--- src/rtl/fetch_pkg.sv ---
`default_nettype none
// ============================================================================
//  Module      : fetch_pkg
//  Description : Shared constants and the bundle-width helper for fetch_unit.
//  Revision    : 1.0 - initial release
// ============================================================================
package fetch_pkg;

    localparam int INSTR_W        = 32;
    localparam int ADDR_W_DEFAULT = 32;
    localparam int DEPTH_DEFAULT  = 2;

    function automatic int bundle_w(input int cores);
        return INSTR_W * cores;
    endfunction

endpackage
`default_nettype wire

--- src/rtl/fetch_fifo.sv ---
`default_nettype none
// ============================================================================
//  Module      : fetch_fifo
//  Description : Synchronous FIFO carrying {bundle, pc}; flush dominates push.
//  Revision    : 1.0 - initial release
// ============================================================================
module fetch_fifo #(
    parameter int WIDTH = 64,
    parameter int DEPTH = 2
) (
    input  logic                     clk,
    input  logic                     rst_n,
    input  logic                     push,
    input  logic [WIDTH-1:0]         push_data,
    input  logic                     pop,
    input  logic                     flush,
    output logic [WIDTH-1:0]         head_data,
    output logic [$clog2(DEPTH):0]   count
);

    localparam int PTR_W = $clog2(DEPTH);
    localparam int CNT_W = PTR_W + 1;
    localparam logic [CNT_W-1:0] DEPTH_L = CNT_W'(DEPTH);

    logic [WIDTH-1:0] mem_q [DEPTH];
    logic [WIDTH-1:0] mem_d [DEPTH];
    logic [PTR_W-1:0] wr_ptr_q, wr_ptr_d;
    logic [PTR_W-1:0] rd_ptr_q, rd_ptr_d;
    logic [CNT_W-1:0] count_q, count_d;
    logic             w_do_pop;

    assign w_do_pop  = pop && (count_q != '0);
    assign head_data = mem_q[rd_ptr_q];
    assign count     = count_q;

    always_comb begin
        mem_d    = mem_q;
        wr_ptr_d = wr_ptr_q;
        rd_ptr_d = rd_ptr_q;
        count_d  = count_q;
        if (flush) begin
            wr_ptr_d = '0;
            rd_ptr_d = '0;
            count_d  = '0;
        end else begin
            if (push) begin
                mem_d[wr_ptr_q] = push_data;
                wr_ptr_d        = wr_ptr_q + PTR_W'(1);
            end
            if (w_do_pop) begin
                rd_ptr_d = rd_ptr_q + PTR_W'(1);
            end
            case ({push, w_do_pop})
                2'b10:   count_d = count_q + CNT_W'(1);
                2'b01:   count_d = count_q - CNT_W'(1);
                default: count_d = count_q;
            endcase
        end
    end

    always_ff @(posedge clk or negedge rst_n) begin
        if (!rst_n) begin
            for (int i = 0; i < DEPTH; i++) begin
                mem_q[i] <= '0;
            end
            wr_ptr_q <= '0;
            rd_ptr_q <= '0;
            count_q  <= '0;
        end else begin
            mem_q    <= mem_d;
            wr_ptr_q <= wr_ptr_d;
            rd_ptr_q <= rd_ptr_d;
            count_q  <= count_d;
        end
    end

    // The upstream credit rule keeps count + inflight <= DEPTH, so a full FIFO never sees a push.
    a_no_push_when_full: assert property (
        @(posedge clk) disable iff (!rst_n) (push && !flush) |-> (count_q != DEPTH_L)
    );

endmodule
`default_nettype wire

--- src/rtl/fetch_unit.sv ---
`default_nettype none
// ============================================================================
//  Module      : fetch_unit
//  Description : PC owner feeding instructionmemory; buffers returned bundles
//                for decode. Optional counters under macro FETCH_PERF_EN.
//  Revision    : 1.0 - initial release
// ============================================================================
module fetch_unit
    import fetch_pkg::*;
#(
    parameter int                CORES    = 1,
    parameter int                ADDR_W   = ADDR_W_DEFAULT,
    parameter logic [ADDR_W-1:0] PC_RESET = '0,
    parameter int                DEPTH    = DEPTH_DEFAULT
) (
    input  logic                         clk,
    input  logic                         rst_n,
    output logic [ADDR_W-1:0]            imem_addr,
    input  logic [bundle_w(CORES)-1:0]   imem_data,
    input  logic                         branch_valid,
    input  logic [ADDR_W-1:0]            branch_target,
    output logic                         out_valid,
    input  logic                         out_ready,
    output logic [bundle_w(CORES)-1:0]   out_bundle,
    output logic [ADDR_W-1:0]            out_pc
`ifdef FETCH_PERF_EN
    ,
    output logic [31:0]                  perf_fetched,
    output logic [31:0]                  perf_stall
`endif
);

    localparam int BUNDLE_W = bundle_w(CORES);
    localparam int ENTRY_W  = BUNDLE_W + ADDR_W;
    localparam int CNT_W    = $clog2(DEPTH) + 1;
    localparam logic [CNT_W:0] DEPTH_L = (CNT_W + 1)'(DEPTH);

    logic [ADDR_W-1:0]  pc_q, pc_d;
    logic [ADDR_W-1:0]  inflight_pc_q, inflight_pc_d;
    logic               inflight_q, inflight_d;

    logic [CNT_W-1:0]   w_count;
    logic [CNT_W:0]     w_occupancy;
    logic [ENTRY_W-1:0] w_head;
    logic               w_pop;
    logic               w_issue;

    assign imem_addr  = pc_q;
    assign out_valid  = (w_count != '0);
    assign w_pop      = out_valid && out_ready;
    assign out_bundle = w_head[ENTRY_W-1:ADDR_W];
    assign out_pc     = w_head[ADDR_W-1:0];

    // A pop this edge frees a slot, so a full pipeline can still issue and sustain 1 bundle/cycle.
    always_comb begin
        w_occupancy   = {1'b0, w_count} + (CNT_W + 1)'(inflight_q);
        w_issue       = !branch_valid && ((w_occupancy < DEPTH_L) || w_pop);
        pc_d          = pc_q;
        inflight_d    = 1'b0;
        inflight_pc_d = inflight_pc_q;
        if (branch_valid) begin
            pc_d = branch_target;
        end else if (w_issue) begin
            pc_d          = pc_q + ADDR_W'(1);
            inflight_d    = 1'b1;
            inflight_pc_d = pc_q;
        end
    end

    always_ff @(posedge clk or negedge rst_n) begin
        if (!rst_n) begin
            pc_q          <= PC_RESET;
            inflight_q    <= 1'b0;
            inflight_pc_q <= '0;
        end else begin
            pc_q          <= pc_d;
            inflight_q    <= inflight_d;
            inflight_pc_q <= inflight_pc_d;
        end
    end

    // A redirect flushes the FIFO and drops the read returning on the same edge.
    fetch_fifo #(
        .WIDTH (ENTRY_W),
        .DEPTH (DEPTH)
    ) u_fifo (
        .clk       (clk),
        .rst_n     (rst_n),
        .push      (inflight_q),
        .push_data ({imem_data, inflight_pc_q}),
        .pop       (w_pop),
        .flush     (branch_valid),
        .head_data (w_head),
        .count     (w_count)
    );

`ifdef FETCH_PERF_EN
    logic [31:0] perf_fetched_q, perf_fetched_d;
    logic [31:0] perf_stall_q, perf_stall_d;

    always_comb begin
        perf_fetched_d = perf_fetched_q;
        perf_stall_d   = perf_stall_q;
        if (w_pop && (perf_fetched_q != '1)) begin
            perf_fetched_d = perf_fetched_q + 32'd1;
        end
        if (out_valid && !out_ready && (perf_stall_q != '1)) begin
            perf_stall_d = perf_stall_q + 32'd1;
        end
    end

    always_ff @(posedge clk or negedge rst_n) begin
        if (!rst_n) begin
            perf_fetched_q <= '0;
            perf_stall_q   <= '0;
        end else begin
            perf_fetched_q <= perf_fetched_d;
            perf_stall_q   <= perf_stall_d;
        end
    end

    assign perf_fetched = perf_fetched_q;
    assign perf_stall   = perf_stall_q;
`endif

endmodule
`default_nettype wire

--- config.mk ---
export PLATFORM = sky130hd
export DESIGN_NAME = fetch_unit
export DESIGN_NICKNAME = d
export VERILOG_FILES = /design/src/rtl/fetch_pkg.sv /design/src/rtl/fetch_fifo.sv /design/src/rtl/fetch_unit.sv
export SDC_FILE = /design/constraint.sdc
export NUM_CORES = 1
export LEC_CHECK = 0
export BUFFER_PORTS_ARGS = -buffer_cell sky130_fd_sc_hd__buf_2
export CAP_MARGIN = 40
export CELL_PAD_IN_SITES_DETAIL_PLACEMENT = 0
export CELL_PAD_IN_SITES_GLOBAL_PLACEMENT = 1
export CORE_MARGIN = 2
export CORE_UTILIZATION = 25
export CTS_BUF_LIST = sky130_fd_sc_hd__clkbuf_8
export DETAILED_ROUTE_END_ITERATION = 8
export PLACE_DENSITY_LB_ADDON = 0.1
export SLEW_MARGIN = 20
export SYNTH_ARGS = -nofsm -noshare
export SYNTH_HDL_FRONTEND = slang
export SYNTH_SLANG_ARGS = --single-unit
export TNS_END_PERCENT = 10
--- constraint.sdc ---
create_clock -name clk -period 5.2 [get_ports clk]
set_clock_uncertainty 0.2 [all_clocks]
set_input_delay 1.04 -clock clk [delete_from_list [all_inputs] [get_ports clk]]
set_output_delay 1.04 -clock clk [all_outputs]
set_load 0.05 [all_outputs]
# Word level (Yosys, flattened, before mapping)
# Index checks and enable logic that the tools add are counted.
# W data, S select, Z words.
dict set report totals {
  regBits 197
  input_bits 68
  output_inout_bits 97
  word_cells 52
}
dict set report classes {
  addsub 6
  order_cmp 4
  n_eq_ne 2
  n_mux 16
  n_bitwise 3
  n_reduce_logical 13
}
# op count
set ops {}
lappend ops {{$mux W64} 4}
lappend ops {{$bwmux W128} 1}
lappend ops {{$demux W64 S1} 1}
lappend ops {{$mux W32} 2}
lappend ops {{$add A32 B1 Y32 const B} 1}
lappend ops {{$reduce_bool A2 Y1} 4}
lappend ops {{$mux W1} 6}
lappend ops {{$ge A2 B2 Y1 const B} 2}
lappend ops {{$logic_and A1 B1 Y1} 4}
lappend ops {{$not A1 Y2} 2}
lappend ops {{$pmux W2 S2} 1}
lappend ops {{$reduce_and A2 Y1} 2}
lappend ops {{$add A2 B1 Y3} 1}
lappend ops {{$lt A3 B2 Y1 const B} 1}
lappend ops {{$reduce_bool A3 Y1} 1}
lappend ops {{$add A1 B1 Y1 const B} 2}
lappend ops {{$add A2 B1 Y2 const B} 1}
lappend ops {{$eq A2 B1 Y1 const B} 1}
lappend ops {{$eq A2 B2 Y1 const B} 1}
lappend ops {{$lt A2 B1 Y1 const B} 1}
lappend ops {{$mux W2} 1}
lappend ops {{$sub A2 B1 Y2 const B} 1}
lappend ops {{$logic_not A1 Y1} 1}
lappend ops {{$logic_or A1 B1 Y1} 1}
lappend ops {{$not A1 Y1} 1}

# Longest topological paths before layout
# Gate-level depths: netlist of run 1.
dict set report logic_depth {
  depth_word 6
  depth_mapped 7
}

# Cells and area by module
# Synthesis of run 1 repeated with hierarchy kept, for this count alone.
dict set report unflattened {
  cells_unflattened 638
  hier_area_um2 9499.1
}
# module n_inst cells_each area_each_um2
set by_module_without_submodules {}
lappend by_module_without_submodules {fetch_fifo 1 362 6349.8}
lappend by_module_without_submodules {fetch_unit 1 276 3149.3}

# Worst setup path after synthesis of run 1
# OpenSTA, ideal clock, no wires.
dict set report synth_timing {
  path_type {flip-flop to output port}
  start {register u_fifo.rd_ptr_q}
  end {output port out_bundle[0]}
  t_arrival_ps 1476
  required_time_ps 3960
  path_slack_ps 2484
  path_stages_with_launch 4
  n_path_buf 2
  cell_sequence {dfrtp_1 > clkbuf_1 > clkbuf_1 > mux2_2}
}
dict set report synth_via {
  elab_chain_len 4
}
# item line
set synth_lines {}
lappend synth_lines {{start: declaration} fetch_fifo.sv:28} ;# logic [PTR_W-1:0] rd_ptr_q, rd_ptr_d;
lappend synth_lines {{start signal: assignment} fetch_fifo.sv:72} ;# rd_ptr_q <= rd_ptr_d;
lappend synth_lines {{$not A1 Y2 (implied by the code)} fetch_fifo.sv:33} ;# assign head_data = mem_q[rd_ptr_q];
lappend synth_lines {{$mux W64 (implied by the code) (3 in series)} fetch_fifo.sv:33}
lappend synth_lines {{end: declaration} fetch_unit.sv:24} ;# output logic [bundle_w(CORES)-1:0] out_bundle,
# Every way passes these cells. The select of a mux whose other input is x is not followed.

# Worst setup path after layout of run 1
dict set report layout_timing {
  start {register u_fifo.rd_ptr_q}
  end {output port out_pc[16]}
}
dict set report layout_via {
  elab_chain_len 4
}
# item line
set layout_lines {}
lappend layout_lines {{$not A1 Y2 (implied by the code)} fetch_fifo.sv:33}
lappend layout_lines {{$mux W64 (implied by the code) (3 in series)} fetch_fifo.sv:33}
lappend layout_lines {{end: declaration} fetch_unit.sv:25} ;# output logic [ADDR_W-1:0] out_pc
# Every way passes these cells. The select of a mux whose other input is x is not followed.

==> results of run 1 <==
Yosys cell counts (2+ instances only):
cell type  instances  area (um2)
a31oi_1            4        25.0
and4_1             5        43.8
buf_1              2        7.51
buf_2              4        20.0
clkbuf_1          32         120
dfrtp_1          197        4930
inv_1              8        30.0
mux2_2           193        2170
nand2_1          125         469
nand3_1            9        45.0
nand4_1            4        25.0
nand4_4            2        42.5
nor2_1            16        60.1
nor3_1             6        30.0
nor4_1            10        62.6
o2111ai_1          2        17.5
o21ai_0           35         175
o31ai_1            3        22.5
or4_1              4        30.0
xnor2_1           25         219
xor2_1             5        43.8
report_power, final:
part	switching, mW	total (mW)	internal (mW)
Sequential	0.241	2.16	1.92
Combinational	1.05	1.64	0.589
Clock	0.587	0.983	0.395
Total	1.88	4.78	2.91
registers in the layout, indices dropped and copies added, names as in the netlist:
register and count:
u_fifo.count 2, u_fifo.wr_ptr_q 1, u_fifo.rd_ptr_q 1, u_fifo.mem_q 128, inflight_q 1, imem_addr 32, inflight_pc_q 32
worst min-delay path by stage:
stage,startpoint,slack (ns),end
2_1_floorplan,inflight_pc_q[0],0.26,inflight_pc_q[0]
3_3_place_gp,u_fifo.mem_q[49],0.28,u_fifo.mem_q[49]
3_5_place_dp,u_fifo.mem_q[41],0.29,u_fifo.mem_q[41]
4_1_cts,u_fifo.mem_q[41],0.31,u_fifo.mem_q[41]
5_1_grt,rst_n,0.28,u_fifo.mem_q[60]
6_report,rst_n,0.30,u_fifo.mem_q[60]
per-layer routing:
metal / vias up / part of all wire (%)
met5: - / 0
met4: 0 / 0.88
met3: 14 / 4.0
met2: 117 / 45
met1: 2864 / 50
li1: 2786 / -
through the flow:
stage / utilization (%) / cell area, um2 / instances / hold WS [ns]
2_1_floorplan: - / 8770 / 712 / 0.258
3_3_place_gp: 29.3 / 10100 / 1300 / 0.283
3_5_place_dp: 29.4 / 10100 / 1301 / 0.287
4_1_cts: 30.5 / 10500 / 1333 / 0.311
5_1_grt: 30.5 / 10500 / 1334 / 0.275
6_report: 30.5 / 10500 / 1335 / 0.297
cell type report:
type | count | share of cell area [%]
inverter | 9 | 0.320
sequential | 197 | 46.8
clock buffer | 18 | 2.35
multi-input combinational | 465 | 34.7
clock inverter | 14 | 1.21
tap | 455 | 5.40
timing repair buffer | 176 | 9.22
antenna | 1 | 0.0237
cell families after synthesis:
family	share of synthesized area, %
AOI/OAI and AO/OA	3.28
adders and majority gates	0.143
DFF	56.2
muxes	24.9
xor gates and xnor gates	3.00
and+or+nand+nor	10.1
buffers and inverters	2.38
==> results by group, run 1 <==
Logic synthesis
  • Synthesized area per cell: 12.3 um2
  • Syn nets: 781
  • Synth warnings: 0
  • Mapped Cells: approximately 710
  • Register area share after synthesis: between 50% and 60%
  • Yosys reg bits: just under 200
  • Post-synth ARST share: 100%
  • Post-synth EDFFs: 0
  • Post-synth top flop: dfrtp_1
  • Mapped Area: just under 0.009 mm2
  • Distinct cells, synth: 42

Route
  • Via Count: roughly 5800
  • Antenna Nets Post-Route: 0
  • Remaining routing DRC violations: 0
  • Wire length per cell: 17.6 um
  • Routed vias/inst: roughly 4.3
  • Detailed Routing Iterations Pass 1: 4
  • WL final: about 24000 um
  • DRT iter0 DRCs: 183

Clock network
  • Clock buffer count from CTS: 17
  • Buffer depth of the longest clock path: 2
  • CTS root buf: clkbuf_8
  • Htree depth: 4
  • Clk slew on worst S/H paths: 0.11 ns
  • Post-CTS Hold Buffers: 0
  • Post-CTS Setup Inserts: 0
  • Resized Gates After CTS: 0
  • CTS tree: done
  • Clock sinks: a little under 200
  • Clock Latency Late Sink: between 0.4 and 0.5 ns

Timing
  • Unrepaired setup endpoints after global routing: no
  • Tightest Pin Transition: 0.800 ns
  • Final period utilization: between 60% and 70%
  • F_max: about 0.29 GHz
  • Final hold viol count: 0
  • Setup TNS: 0 ns
  • Final setup margin: between 1.5 and 2 ns
  • Fin crit period: about 3.5 ns
  • Final setup viols: 0
  • Final Max Tran Viols: 0
  • Max-slew headroom: between 40% and 50%

Run status
  • Status: completed

Critical path
  • Critical path buffers and inverters: 2
  • R2r setup slk: ~2.5 ns
  • Worst setup endpoint: out_pc[16]
  • R2R Path End: imem_addr[27]
  • CP Class: reg2out
  • Reg-to-reg critical path startpoint: inflight_q
  • Delay of the slowest critical-path stage: 0.61 ns
  • Setup crit start kind: flop
  • CP Depth: 3
  • Worst setup startpoint: u_fifo.rd_ptr_q
  • Reg2reg path depth: 5
  • WP data arrival: 2.23 ns
  • Largest delay share family, worst path: buffers and inverters
  • Worst-path maximum fanout: 32
  • Critical path's slowest cell: dfrtp_4
  • Setup crit end kind: output port
  • CP required: 3.96 ns
  • CP Cell Sequence: buf_4 > mux2_2 > buf_2

Die
  • Full die area: approximately 0.037 mm2
  • Die width: approximately 190 um
  • I/O pin count: about 170
  • Core area: around 0.035 mm2
  • Core Rows: 68
  • Initial core utilization: ~25%
  • Chip Height: 191 um

Pwr
  • Total Power: 4.78 mW
  • VDD IR max: between 150 and 200 uV
  • P_leak: about 4.7 nW
  • Power Dens Cells: 453 mW/mm2

Final layout
  • Layout Nets: just over 900
  • Commonest non-fill, non-tap cell in the layout: dfrtp_1
  • Layout cell share with drive strength beyond 1: between 40 and 50%
  • Layout overhead on the synthesized area: 20.3%
  • Register area: 0.00493 mm2
  • Footprint of the multi-input gates: around 0.0037 mm2
  • Filler cell count: ~3600
  • Most frequent cells in the layout: dfrtp_1, mux2_2, buf_2, nand2_1, o21ai_0

Global route
  • GR Util met3: 3.16%
  • Met1 global-route usage: 18.6%
  • Initial antenna violation count: 1
  • Met2 GRT Util: a little over 20%
  • Largest net degree at the start of global routing: 96
  • Overall routing resource usage: 13.2%
  • Number of global-route vias before repair: 6083
  • GRT Residual Overflow: 0
  • GRT Max-Usage Layer: met2
  • First-pass GRT wire length: around 37000 um

Placed design
  • Port bufs: roughly 160
  • Final GP Congestion: between 0.7 and 0.8
  • Post-detailed-placement half-perimeter wirelength: 15600 um
  • Post-placement setup slack: 2.02 ns

Run
  • Max Cap Viol: 0

Min path
  • HP Class: in2async
No activity file was read; power rests on OpenSTA's default activity.
==> inputs of run 2 (changes only) <==
==> constraint.sdc (replaced) <==
create_clock -name clk -period 2.9 [get_ports clk]
set_clock_uncertainty 0.2 [all_clocks]
set_input_delay 0.58 -clock clk [delete_from_list [all_inputs] [get_ports clk]]
set_output_delay 0.58 -clock clk [all_outputs]
set_load 0.05 [all_outputs]
==> run 2 against run 1 <==
  * Highest routed layer unchanged
  * Combinational power up 80%
  * Register-to-register slack got worse by 2.1 ns
  * Cell area grew 0.97%
  * Cell count is 0.45% higher
  * Sequential power grew 79%
  * Worst hold slack got worse by 0.20 ns
  * Wire length rose by 0.61%
  * Count of clock-buffer cells in the layout unchanged
  * Clock power rose by 92%
  * Non-clock buffer count rose by 7
==> results by group, run 2 (synthesis gave the netlist of run 1 again) <==
Pwr
  • P_leak: 4.80 nW (+1.3%)
  • Cell-internal power: 5.34 mW (+84%)
  • Sw Pwr: 3.39 mW (+81%)
  • Clk pwr share: 21.7% (+1.2 points)
  • Total Power: 8.73 mW (+82%)
  • VDD IR max: 284 uV (+67%)
  • Combinational power share: 34.0% (-0.2 points)
  • Switching Share: 38.9% (-0.38 points)
  • Power Dens Cells: 819 mW/mm2 (+81%)
  • Flop pwr share: 44.3% (-0.9 points)

Route
  • WL final: 23700 um (+0.61%)
  • Wire length per cell: 17.7 um (+0.16%)
  • Remaining routing DRC violations: 0 (unchanged)
  • Detailed Routing Iterations Pass 1: 4 (unchanged)
  • Antenna Nets Post-Route: 0 (unchanged)
  • Via Count: 5774 (-0.12%)
  • Routed vias/inst: 4.31 (-0.57%)
  • DRT iter0 DRCs: 208 (+14%)

Critical path
  • CP required: 2.12 ns (-1.84 ns)
  • Worst setup endpoint: out_bundle[27]
  • CP Cell Sequence: buf_12 > mux2_2 > buf_2
  • Largest delay share family, worst path: flip-flops
  • Worst-path maximum fanout: 27 (-16%)
  • Setup crit end kind: output port
  • Critical path buffers and inverters: 2 (unchanged)
  • CP Depth: 3 (unchanged)
  • R2r setup slk: 0.42 ns (-2.10 ns)
  • Reg2reg path depth: 5 (unchanged)
  • Worst setup startpoint: u_fifo.rd_ptr_q
  • Setup crit start kind: flop
  • Critical path's slowest cell: dfrtp_4
  • R2R Path End: imem_addr[25]
  • CP Class: reg2out
  • Delay of the slowest critical-path stage: 0.61 ns (about the same)
  • Reg-to-reg critical path startpoint: imem_addr[10]
  • WP data arrival: 1.92 ns (-0.31 ns)

Global route
  • Largest net degree at the start of global routing: 74 (-23%)
  • Initial antenna violation count: 1 (unchanged)
  • GRT Residual Overflow: 0 (unchanged)
  • First-pass GRT wire length: 37200 um (+1.9%)
  • Number of global-route vias before repair: 6174 (+1.5%)
  • Overall routing resource usage: 13.5% (+0.23 points)

Die
  • Full die area: 0.0366 mm2 (unchanged)
  • Initial core utilization: 25.4% (unchanged)
  • I/O pin count: 165 (unchanged)
  • Die width: 191 um (unchanged)
  • Core Rows: 68 (unchanged)
  • Core area: 0.0345 mm2 (unchanged)
  • Chip Height: 191 um (unchanged)

Final layout
  • Largest Register: u_fifo.mem_q
  • Layout Nets: 942 (+0.75%)
  • Commonest non-fill, non-tap cell in the layout: dfrtp_1
  • Post-layout utilization of the core: 30.8% (+0.30 points)
  • Max FFs per register: 128 (unchanged)
  • Antenna diode count: 0 (-1)
  • Finished Layout Cells: 1341 (+0.45%)
  • Most frequent cells in the layout: dfrtp_1, mux2_2, buf_2, nand2_1, o21ai_0
  • Layout cell share with drive strength beyond 1: 47.4% (+0.42 points)
  • Layout overhead on the synthesized area: 21.4%

Clock network
  • CTS root buf: clkbuf_8
  • Clock sinks: 197 (unchanged)
  • Clock Latency Late Sink: 0.48 ns (about the same)
  • Buffer depth of the longest clock path: 2 (unchanged)
  • Clk slew on worst S/H paths: 0.10 ns (about the same)
  • Clock buffer count from CTS: 17 (unchanged)
  • Htree depth: 4 (unchanged)
  • CTS tree: done

Timing
  • Final hold viol count: 0 (unchanged)
  • Fin crit period: between 2 and 3 ns
  • Max-slew headroom: 48.9% (+2.3 points)
  • Setup TNS: 0 ns (unchanged)
  • Final setup viols: 0 (unchanged)
  • Final period utilization: between 90% and 100%
  • Final Max Tran Viols: 0 (unchanged)
  • Unrepaired setup endpoints after global routing: no
  • Tightest Pin Transition: 0.766 ns (-0.0344 ns)
  • F_max: between 0.3 and 0.4 GHz

Placed design
  • Final GP Congestion: 0.752 (+5.7%)
  • Placed cell count: 1307 (+0.46%)
  • Port bufs: 164 (unchanged)
  • Post-detailed-placement half-perimeter wirelength: 15800 um (+0.75%)

Run
  • Max Cap Viol: 0 (unchanged)

Run status
  • Status: completed

Min path
  • HP Class: in2reg
run 2: how the worst min path moves through the flow:
| stage | end | start | cells after the start | slack (ns) |
|---|---|---|---|---|
| 3_3_place_gp | u_fifo.mem_q[16] | u_fifo.mem_q[16] | 1 | 0.28 |
| 4_1_cts | imem_addr[26] | branch_target[26] | 3 | 0.03 |
| 2_1_floorplan | imem_addr[0] | rst_n | 0 | 0.08 |
| 5_1_grt | imem_addr[26] | branch_target[26] | 3 | 0.07 |
| 6_report | imem_addr[26] | branch_target[26] | 3 | 0.1 |
| 3_5_place_dp | u_fifo.mem_q[15] | u_fifo.mem_q[15] | 1 | 0.29 |
run 2: metrics by stage:
stage | setup slack (ns) | hold WS [ns] | area, um2
after CTS | 0.0930 | 0.0278 | 10700
after floorplan | 0.310 | 0.0844 | 8770
after global routing | 0.0878 | 0.0668 | 10700
after global placement | 0.466 | 0.283 | 10200
after detailed placement | 0.429 | 0.288 | 10200
final | 0.197 | 0.0992 | 10700
run 2: cell type report:
type | instances | area (um2)
Fill cell | 3653 | 23900
Inverter | 9 | 33.8
Tap cell | 455 | 569
Timing Repair Buffer | 183 | 1040
Clock buffer | 18 | 248
Clock inverter | 14 | 164
Sequential cell | 197 | 4930
Multi-Input combinational cell | 465 | 3660
run 2: worst min-delay path: cells and delay by family:
family,cells,cell delay (ns)
buffers and inverters,1,0.07
AOI/OAI and AO/OA,1,0.06
and+or+nand+nor,1,0.04
run 2: metal layers:
| layer | vias up | global-route usage, % | part of all wire, % |
|---|---|---|---|
| met5 | - | 0 | 0 |
| met1 | 2837 | 19.0 | 51 |
| li1 | 2796 | - | - |
| met3 | 14 | 2.83 | 3.8 |
| met4 | 0 | 3.82 | 1.1 |
| met2 | 127 | 20.8 | 45 |
run 2: power groups by stage:
stage | Sequential, mW | Combinational (mW) | Clock (mW)
finish | 3.87 | 2.96 | 1.89
global route | 3.98 | 3.17 | 2.12
floorplan | 3.92 | 2.24 | 0
CTS | 3.88 | 3.02 | 2.02
global placement | 3.94 | 2.98 | 0
detailed placement | 3.94 | 3.00 | 0
run 2: repair_timing:
action | 4_1_cts | 5_1_grt
gates resized for setup | 0 | 0
endpoints found under the hold margin | 67 | 0
setup buffers | 1 | 0
hold buffers | 1 | 0
setup endpoints to repair | 29 | 0
